## src/rtl/demux_select_sequencer_pkg.sv

```systemverilog
// Shared definitions for the demux select sequencer: debounce FSM states,
// channel sizing and the channel-advance helper.
package demux_select_sequencer_pkg;

  localparam int NUM_CHANNELS = 4;
  localparam int CH_W         = $clog2(NUM_CHANNELS);

  typedef enum logic [1:0] {
    S_RELEASED    = 2'd0,
    S_PRESS_CHK   = 2'd1,
    S_PRESSED     = 2'd2,
    S_RELEASE_CHK = 2'd3
  } deb_state_t;

  // NUM_CHANNELS is a power of two, so the natural wrap gives 3 -> 0.
  function automatic logic [CH_W-1:0] next_channel(input logic [CH_W-1:0] ch);
    return CH_W'(ch + 1'b1);
  endfunction

endpackage

```

## src/rtl/demux_select_sequencer_debounce_filter.sv

```systemverilog
// Two-flop button synchroniser plus a four-state debounce FSM; o_press is
// high for the single cycle on which a press is committed.
module debounce_filter
  import demux_select_sequencer_pkg::*;
#(
  parameter int DEBOUNCE_LIMIT = 250000
) (
  input  logic i_clk,
  input  logic i_rst_n,
  input  logic i_button,
  output logic o_press
);

  localparam int               CNT_W    = $clog2(DEBOUNCE_LIMIT);
  localparam logic [CNT_W-1:0] CNT_LAST = CNT_W'(DEBOUNCE_LIMIT - 1);

  logic [1:0]       sync_reg;
  logic             btn_s;
  deb_state_t       state_reg;
  logic [CNT_W-1:0] cnt_reg;

  always_ff @(posedge i_clk or negedge i_rst_n) begin
    if (!i_rst_n) begin
      sync_reg <= 2'b00;
    end else begin
      sync_reg <= {sync_reg[0], i_button};
    end
  end

  assign btn_s = sync_reg[1];

  // cnt counts consecutive cycles of the new level, including the entry cycle.
  always_ff @(posedge i_clk or negedge i_rst_n) begin
    if (!i_rst_n) begin
      state_reg <= S_RELEASED;
      cnt_reg   <= '0;
    end else begin
      case (state_reg)
        S_RELEASED: begin
          if (btn_s) begin
            state_reg <= S_PRESS_CHK;
            cnt_reg   <= CNT_W'(1);
          end
        end
        S_PRESS_CHK: begin
          if (!btn_s) begin
            state_reg <= S_RELEASED;
            cnt_reg   <= '0;
          end else if (cnt_reg == CNT_LAST) begin
            state_reg <= S_PRESSED;
            cnt_reg   <= '0;
          end else begin
            cnt_reg <= cnt_reg + 1'b1;
          end
        end
        S_PRESSED: begin
          if (!btn_s) begin
            state_reg <= S_RELEASE_CHK;
            cnt_reg   <= CNT_W'(1);
          end
        end
        S_RELEASE_CHK: begin
          if (btn_s) begin
            state_reg <= S_PRESSED;
            cnt_reg   <= '0;
          end else if (cnt_reg == CNT_LAST) begin
            state_reg <= S_RELEASED;
            cnt_reg   <= '0;
          end else begin
            cnt_reg <= cnt_reg + 1'b1;
          end
        end
        default: begin
          state_reg <= S_RELEASED;
          cnt_reg   <= '0;
        end
      endcase
    end
  end

  // Decoded from registers only, so the top can act on the same edge the FSM commits.
  assign o_press = (state_reg == S_PRESS_CHK) && btn_s && (cnt_reg == CNT_LAST);

endmodule

```

## src/rtl/demux_select_sequencer.sv

```systemverilog
// Drives the 1-to-4 demux: debounced button steps the selected channel, and
// the data bit blinks so only the selected output toggles.
module demux_select_sequencer
  import demux_select_sequencer_pkg::*;
#(
  parameter int DEBOUNCE_LIMIT    = 250000,
  parameter int BLINK_HALF_PERIOD = 12500000
) (
  input  logic i_clk,
  input  logic i_rst_n,
  input  logic i_button,
  input  logic i_blink_en,
  output logic o_data,
  output logic o_sel_1,
  output logic o_sel_2,
  output logic o_channel_pulse
);

  localparam int                 BLINK_W    = $clog2(BLINK_HALF_PERIOD);
  localparam logic [BLINK_W-1:0] BLINK_LAST = BLINK_W'(BLINK_HALF_PERIOD - 1);

  if (DEBOUNCE_LIMIT < 2 || BLINK_HALF_PERIOD < 2) begin : g_bad_params
    $error("demux_select_sequencer: DEBOUNCE_LIMIT and BLINK_HALF_PERIOD must be >= 2");
  end

  logic               press;
  logic [CH_W-1:0]    channel_reg;
  logic               pulse_reg;
  logic [BLINK_W-1:0] blink_cnt_reg;
  logic               data_reg;

  debounce_filter #(
    .DEBOUNCE_LIMIT(DEBOUNCE_LIMIT)
  ) u_debounce (
    .i_clk   (i_clk),
    .i_rst_n (i_rst_n),
    .i_button(i_button),
    .o_press (press)
  );

  always_ff @(posedge i_clk or negedge i_rst_n) begin
    if (!i_rst_n) begin
      channel_reg <= '0;
      pulse_reg   <= 1'b0;
    end else begin
      pulse_reg <= press;
      if (press) begin
        channel_reg <= next_channel(channel_reg);
      end
    end
  end

  // A committed press takes priority over the blink terminal count so the
  // newly selected channel always starts lit with a full half-period.
  always_ff @(posedge i_clk or negedge i_rst_n) begin
    if (!i_rst_n) begin
      blink_cnt_reg <= '0;
      data_reg      <= 1'b0;
    end else if (press || !i_blink_en) begin
      blink_cnt_reg <= '0;
      data_reg      <= 1'b1;
    end else if (blink_cnt_reg == BLINK_LAST) begin
      blink_cnt_reg <= '0;
      data_reg      <= ~data_reg;
    end else begin
      blink_cnt_reg <= blink_cnt_reg + 1'b1;
    end
  end

  assign o_data          = data_reg;
  assign o_sel_1         = channel_reg[1];
  assign o_sel_2         = channel_reg[0];
  assign o_channel_pulse = pulse_reg;

endmodule
```

## config.mk

```make
export PLATFORM = sky130hd
export DESIGN_NAME = demux_select_sequencer
export DESIGN_NICKNAME = d
export VERILOG_FILES = /design/src/rtl/demux_select_sequencer_pkg.sv /design/src/rtl/demux_select_sequencer_debounce_filter.sv /design/src/rtl/demux_select_sequencer.sv
export SDC_FILE = /design/constraint.sdc
export NUM_CORES = 1
export LEC_CHECK = 0
export CAP_MARGIN = 30
export CORE_AREA = 3 3 66 98
export CTS_CLUSTER_SIZE = 28
export DETAILED_ROUTE_END_ITERATION = 8
export DIE_AREA = 0 0 69 101
export GPL_ROUTABILITY_DRIVEN = 0
export GPL_TIMING_DRIVEN = 0
export SLEW_MARGIN = 40
export SYNTH_ARGS = -nofsm -noshare
export SYNTH_HDL_FRONTEND = slang
export SYNTH_SLANG_ARGS = --single-unit
```

## constraint.sdc

```tcl
create_clock -name i_clk -period 3.15 [get_ports i_clk]
set_input_delay 0.4725 -clock i_clk [delete_from_list [all_inputs] [get_ports i_clk]]
set_output_delay 0.4725 -clock i_clk [all_outputs]
set_load 0.02 [all_outputs]
```

==> Flow_metrics.wiki <==
{| class="wikitable"
! Metric !! Value
|-
| Result of the run || finished, final reports clean
|-
| Final Max Slew Viols || 0
|-
| Most common cell after layout, fill and taps aside || sky130_fd_sc_hd__dfrtp_1
|-
| Global-route wire length before repair || 8740 um
|-
| Count of standard-cell rows || 34
|-
| Ys Warns || 0
|-
| Residual antenna-violating net count after detailed routing || 0
|-
| First drt pass iteration count || 4
|-
| Minimum clock period after layout || 2260 ps
|-
| Series of cell instances along the critical path || ha_1 -> nand3_1 -> nor4_1 -> a21oi_1 -> buf_4 -> o21ai_0 -> o21ai_0
|-
| Horizontal die dimension || 69 um
|-
| Post-synth top area share || 49.7%
|-
| Initial core utilization || 43.5%
|-
| Final hold slack || 18.1 ps
|-
| Most frequent cells in the layout || 50 x sky130_fd_sc_hd__dfrtp_1, 34 x sky130_fd_sc_hd__nor2_1, 24 x sky130_fd_sc_hd__nand3_1
|-
| Peak supply drop || 0.000404 V
|-
| Data arrival time of the critical path || 2450 ps
|-
| Post-Syn Area per Cell || 9.46 um^2
|-
| Crit-path max cell delay || 510 ps
|-
| Root cell of the clock tree || sky130_fd_sc_hd__clkbuf_8
|-
| Worst-Margin Slew || 613 ps
|-
| Count of endpoints failing setup in the final report || 0
|-
| # hold bufs at CTS || 0
|-
| Clock buffers created by TritonCTS || 5
|-
| Clock group share of total power || 31.3%
|-
| Iteration-0 DRC Markers || 81
|-
| Remaining design rule violation count || 0
|-
| Number of flops mapped to enable cells by yosys || 0
|-
| Reg2Reg Depth || 7
|-
| Worst reg2reg path startpoint || u_debounce.cnt_reg[0]$_DFFE_PN0P_
|-
| Fin Clk Skew || 7.94 ps
|-
| H-tree depth || 2
|-
| Library cell occupying the most area in the post-synthesis netlist || sky130_fd_sc_hd__dfrtp_1
|-
| Path category of the worst min-delay check || primary input to async pin
|-
| Sequential share of power || 47.7%
|-
| Wire length after detailed routing || 4980 um
|-
| Sequential element share of the synthesized area || 49.7%
|-
| Post-synthesis instance area || 0.00252 mm^2
|-
| Leak Pwr || 1.14 nW
|-
| Nature of the critical path endpoint || flip-flop
|-
| Total track usage || 15.4%
|-
| Category of the worst setup path launch point || flip-flop
|-
| Slew headroom || 58.8%
|-
| Main synth FF type || sky130_fd_sc_hd__dfrtp_1
|-
| Reported max-cap violation count || 0
|-
| Boundary Pins || 8
|-
| Worst-path maximum fanout || 10
|-
| Reg clk slew, reported paths || 100 ps
|-
| Cell with the largest stage delay on the worst path || sky130_fd_sc_hd__nor4_1
|-
| Number of distinct library cell variants in the gate-level netlist after synthesis || 41
|-
| Post-DR vias/cell || 5.39
|-
| Maximum number of buffers from clock root to sink || 2
|-
| Top cells by area in the synthesized netlist || sky130_fd_sc_hd__dfrtp_1 50%, sky130_fd_sc_hd__xnor2_1 5.9%, sky130_fd_sc_hd__nor2_1 5.1%, sky130_fd_sc_hd__nand3_1 4.8%, sky130_fd_sc_hd__xor2_1 3.1%
|-
| Full die area || 0.00697 mm^2
|-
| CTS resizes || 0
|-
| Clock tree from TritonCTS || done
|-
| Routed length per placed instance || 14.1 um
|-
| Cell with the most instances on the worst path || sky130_fd_sc_hd__o21ai_0
|-
| Setup repair after global routing missed its margin || false
|-
| Number of vias in the routed layout || 1907
|-
| Flip-flop count of the largest register after layout || 24
|-
| Power dissipated by switching net loads || 459 uW
|-
| Maximum frequency from static timing analysis || 442 MHz
|-
| Fillcell total || 576
|-
| Post-synthesis cell count || 266
|-
| Buffer and inverter count on the worst path || 1
|-
| Internal power || 1.02 mW
|-
| Slack of the worst reg-to-reg path || 890 ps
|-
| Sum Neg Setup Slack || 0 ps
|-
| Final number of hold-violating endpoints || 0
|-
| PwrDens || 526 mW/mm^2
|-
| Total setup buffers inserted after CTS || 0
|-
| Core region area || 0.00579 mm^2
|-
| Number of antenna cells inserted || 0
|-
| Maximum number of pins on one net before global-route repair || 35
|-
| Fraction of final layout cells sized beyond drive strength 1 || 8.16%
|-
| Sink Count || 50
|-
| Async SR Flop Fraction || 100%
|-
| Net switching fraction of the power || 31.0%
|-
| Number of global-route vias before repair || 1989
|-
| Final worst path period share || 71.8%
|-
| Placed wire-length estimate after detailed placement || 3630 um
|-
| Vert. Die Dim || 101 um
|-
| Port Buffers || 7
|-
| Crit Path Category || flip-flop to flip-flop
|-
| Post-synthesis register bit count || 50
|-
| Total global routing overflow || 0
|-
| Clk_lat worst skew || 300 ps
|-
| Antenna violations before repair || 0
|-
| Total power draw || 1.48 mW
|-
| Synthesized net count || 272
|-
| Total Nets Final || 287
|-
| Crit-path leading delay family || simple AND/OR/NAND/NOR gates
|-
| Area growth from synthesis to final layout || 11.6%
|-
| Critical Path RT || 3340 ps
|-
| Fraction of power consumed by combinational cells || 21.0%
|}
-- power groups by stage --
stage          registers (mW)  logic (mW)  clock network, mW
3_3_place_gp            0.718       0.312                  0
2_1_floorplan           0.710       0.226                  0
3_5_place_dp            0.718       0.315                  0
4_1_cts                 0.705       0.316              0.476
6_report                0.706       0.311              0.462
5_1_grt                 0.711       0.352              0.501
-- metal layers --
layer	global-route usage, %	up-vias	wire, um
met5	0	-	0
met4	6.77	0	81
met3	3.39	7	91
met2	30.1	12	2730
met1	15.3	930	2080
li1	-	958	-
-- cell usage after synthesis, types with 3 or more instances --
library cell / instances
sky130_fd_sc_hd__or3_1: 9
sky130_fd_sc_hd__buf_6: 4
sky130_fd_sc_hd__nand2_1: 17
sky130_fd_sc_hd__clkbuf_1: 3
sky130_fd_sc_hd__nor4_1: 8
sky130_fd_sc_hd__nor3_1: 5
sky130_fd_sc_hd__dfrtp_1: 50
sky130_fd_sc_hd__o21ai_0: 14
sky130_fd_sc_hd__inv_1: 13
sky130_fd_sc_hd__and4_1: 3
sky130_fd_sc_hd__and3_1: 6
sky130_fd_sc_hd__nor2_1: 34
sky130_fd_sc_hd__xor2_1: 9
sky130_fd_sc_hd__nand3_1: 24
sky130_fd_sc_hd__a21oi_1: 13
sky130_fd_sc_hd__xnor2_1: 17
sky130_fd_sc_hd__nand4_1: 6
-- cell families after synthesis --
logic type	after synthesis	share of synthesized area, %
multiplexers	2	0.795
AND/OR/NAND/NOR	127	26.5
flip-flops	50	49.7
XOR/XNOR	26	9.05
AO/OA/AOI/OAI	37	8.30
adder cells (fa/ha/maj)	2	0.994
buffers and inverters	22	4.67
-- stage by stage --
stage               instances  util [%]  setup slack, ps  area, um^2
floorplan                 266         -             1260        2520
global placement          345      46.3              130        2680
detailed placement        346      46.6              873        2700
CTS                       354      48.6              867        2810
global route              354      48.6              633        2810
finish                    354      48.6              889        2810
-- worst max-delay path by stage --
| stage | start | to | slack [ps] | cells after the start |
|---|---|---|---|---|
| detailed placement | u_debounce.cnt_reg[0]$_DFFE_PN0P_ | flip-flop | 870 | 7 |
| global route | u_debounce.cnt_reg[0]$_DFFE_PN0P_ | u_debounce.cnt_reg[15]$_DFFE_PN0P_ | 630 | 7 |
| finish | u_debounce.cnt_reg[0]$_DFFE_PN0P_ | flip-flop | 890 | 7 |
| global placement | i_rst_n | u_debounce.cnt_reg[17]$_DFFE_PN0P_ | 130 | 1 |
| CTS | u_debounce.cnt_reg[0]$_DFFE_PN0P_ | flip-flop | 870 | 7 |
| floorplan | u_debounce.cnt_reg[0]$_DFFE_PN0P_ | blink_cnt_reg[16]$_DFF_PN0_ | 1260 | 9 |
-- cell type report --
type | count | area [um^2] | share of cell area (%)
repair buffers | 8 | 87.6 | 3.12
well taps | 72 | 90.1 | 3.21
plain buffers | 9 | 68.8 | 2.45
multi-input cells | 194 | 1150 | 40.9
inverters | 13 | 48.8 | 1.74
clock buffers | 5 | 68.8 | 2.45
flip-flops and latches | 50 | 1250 | 44.5
clock inverters | 3 | 45.0 | 1.60
Note: power is estimated with default switching activity, not from simulation.
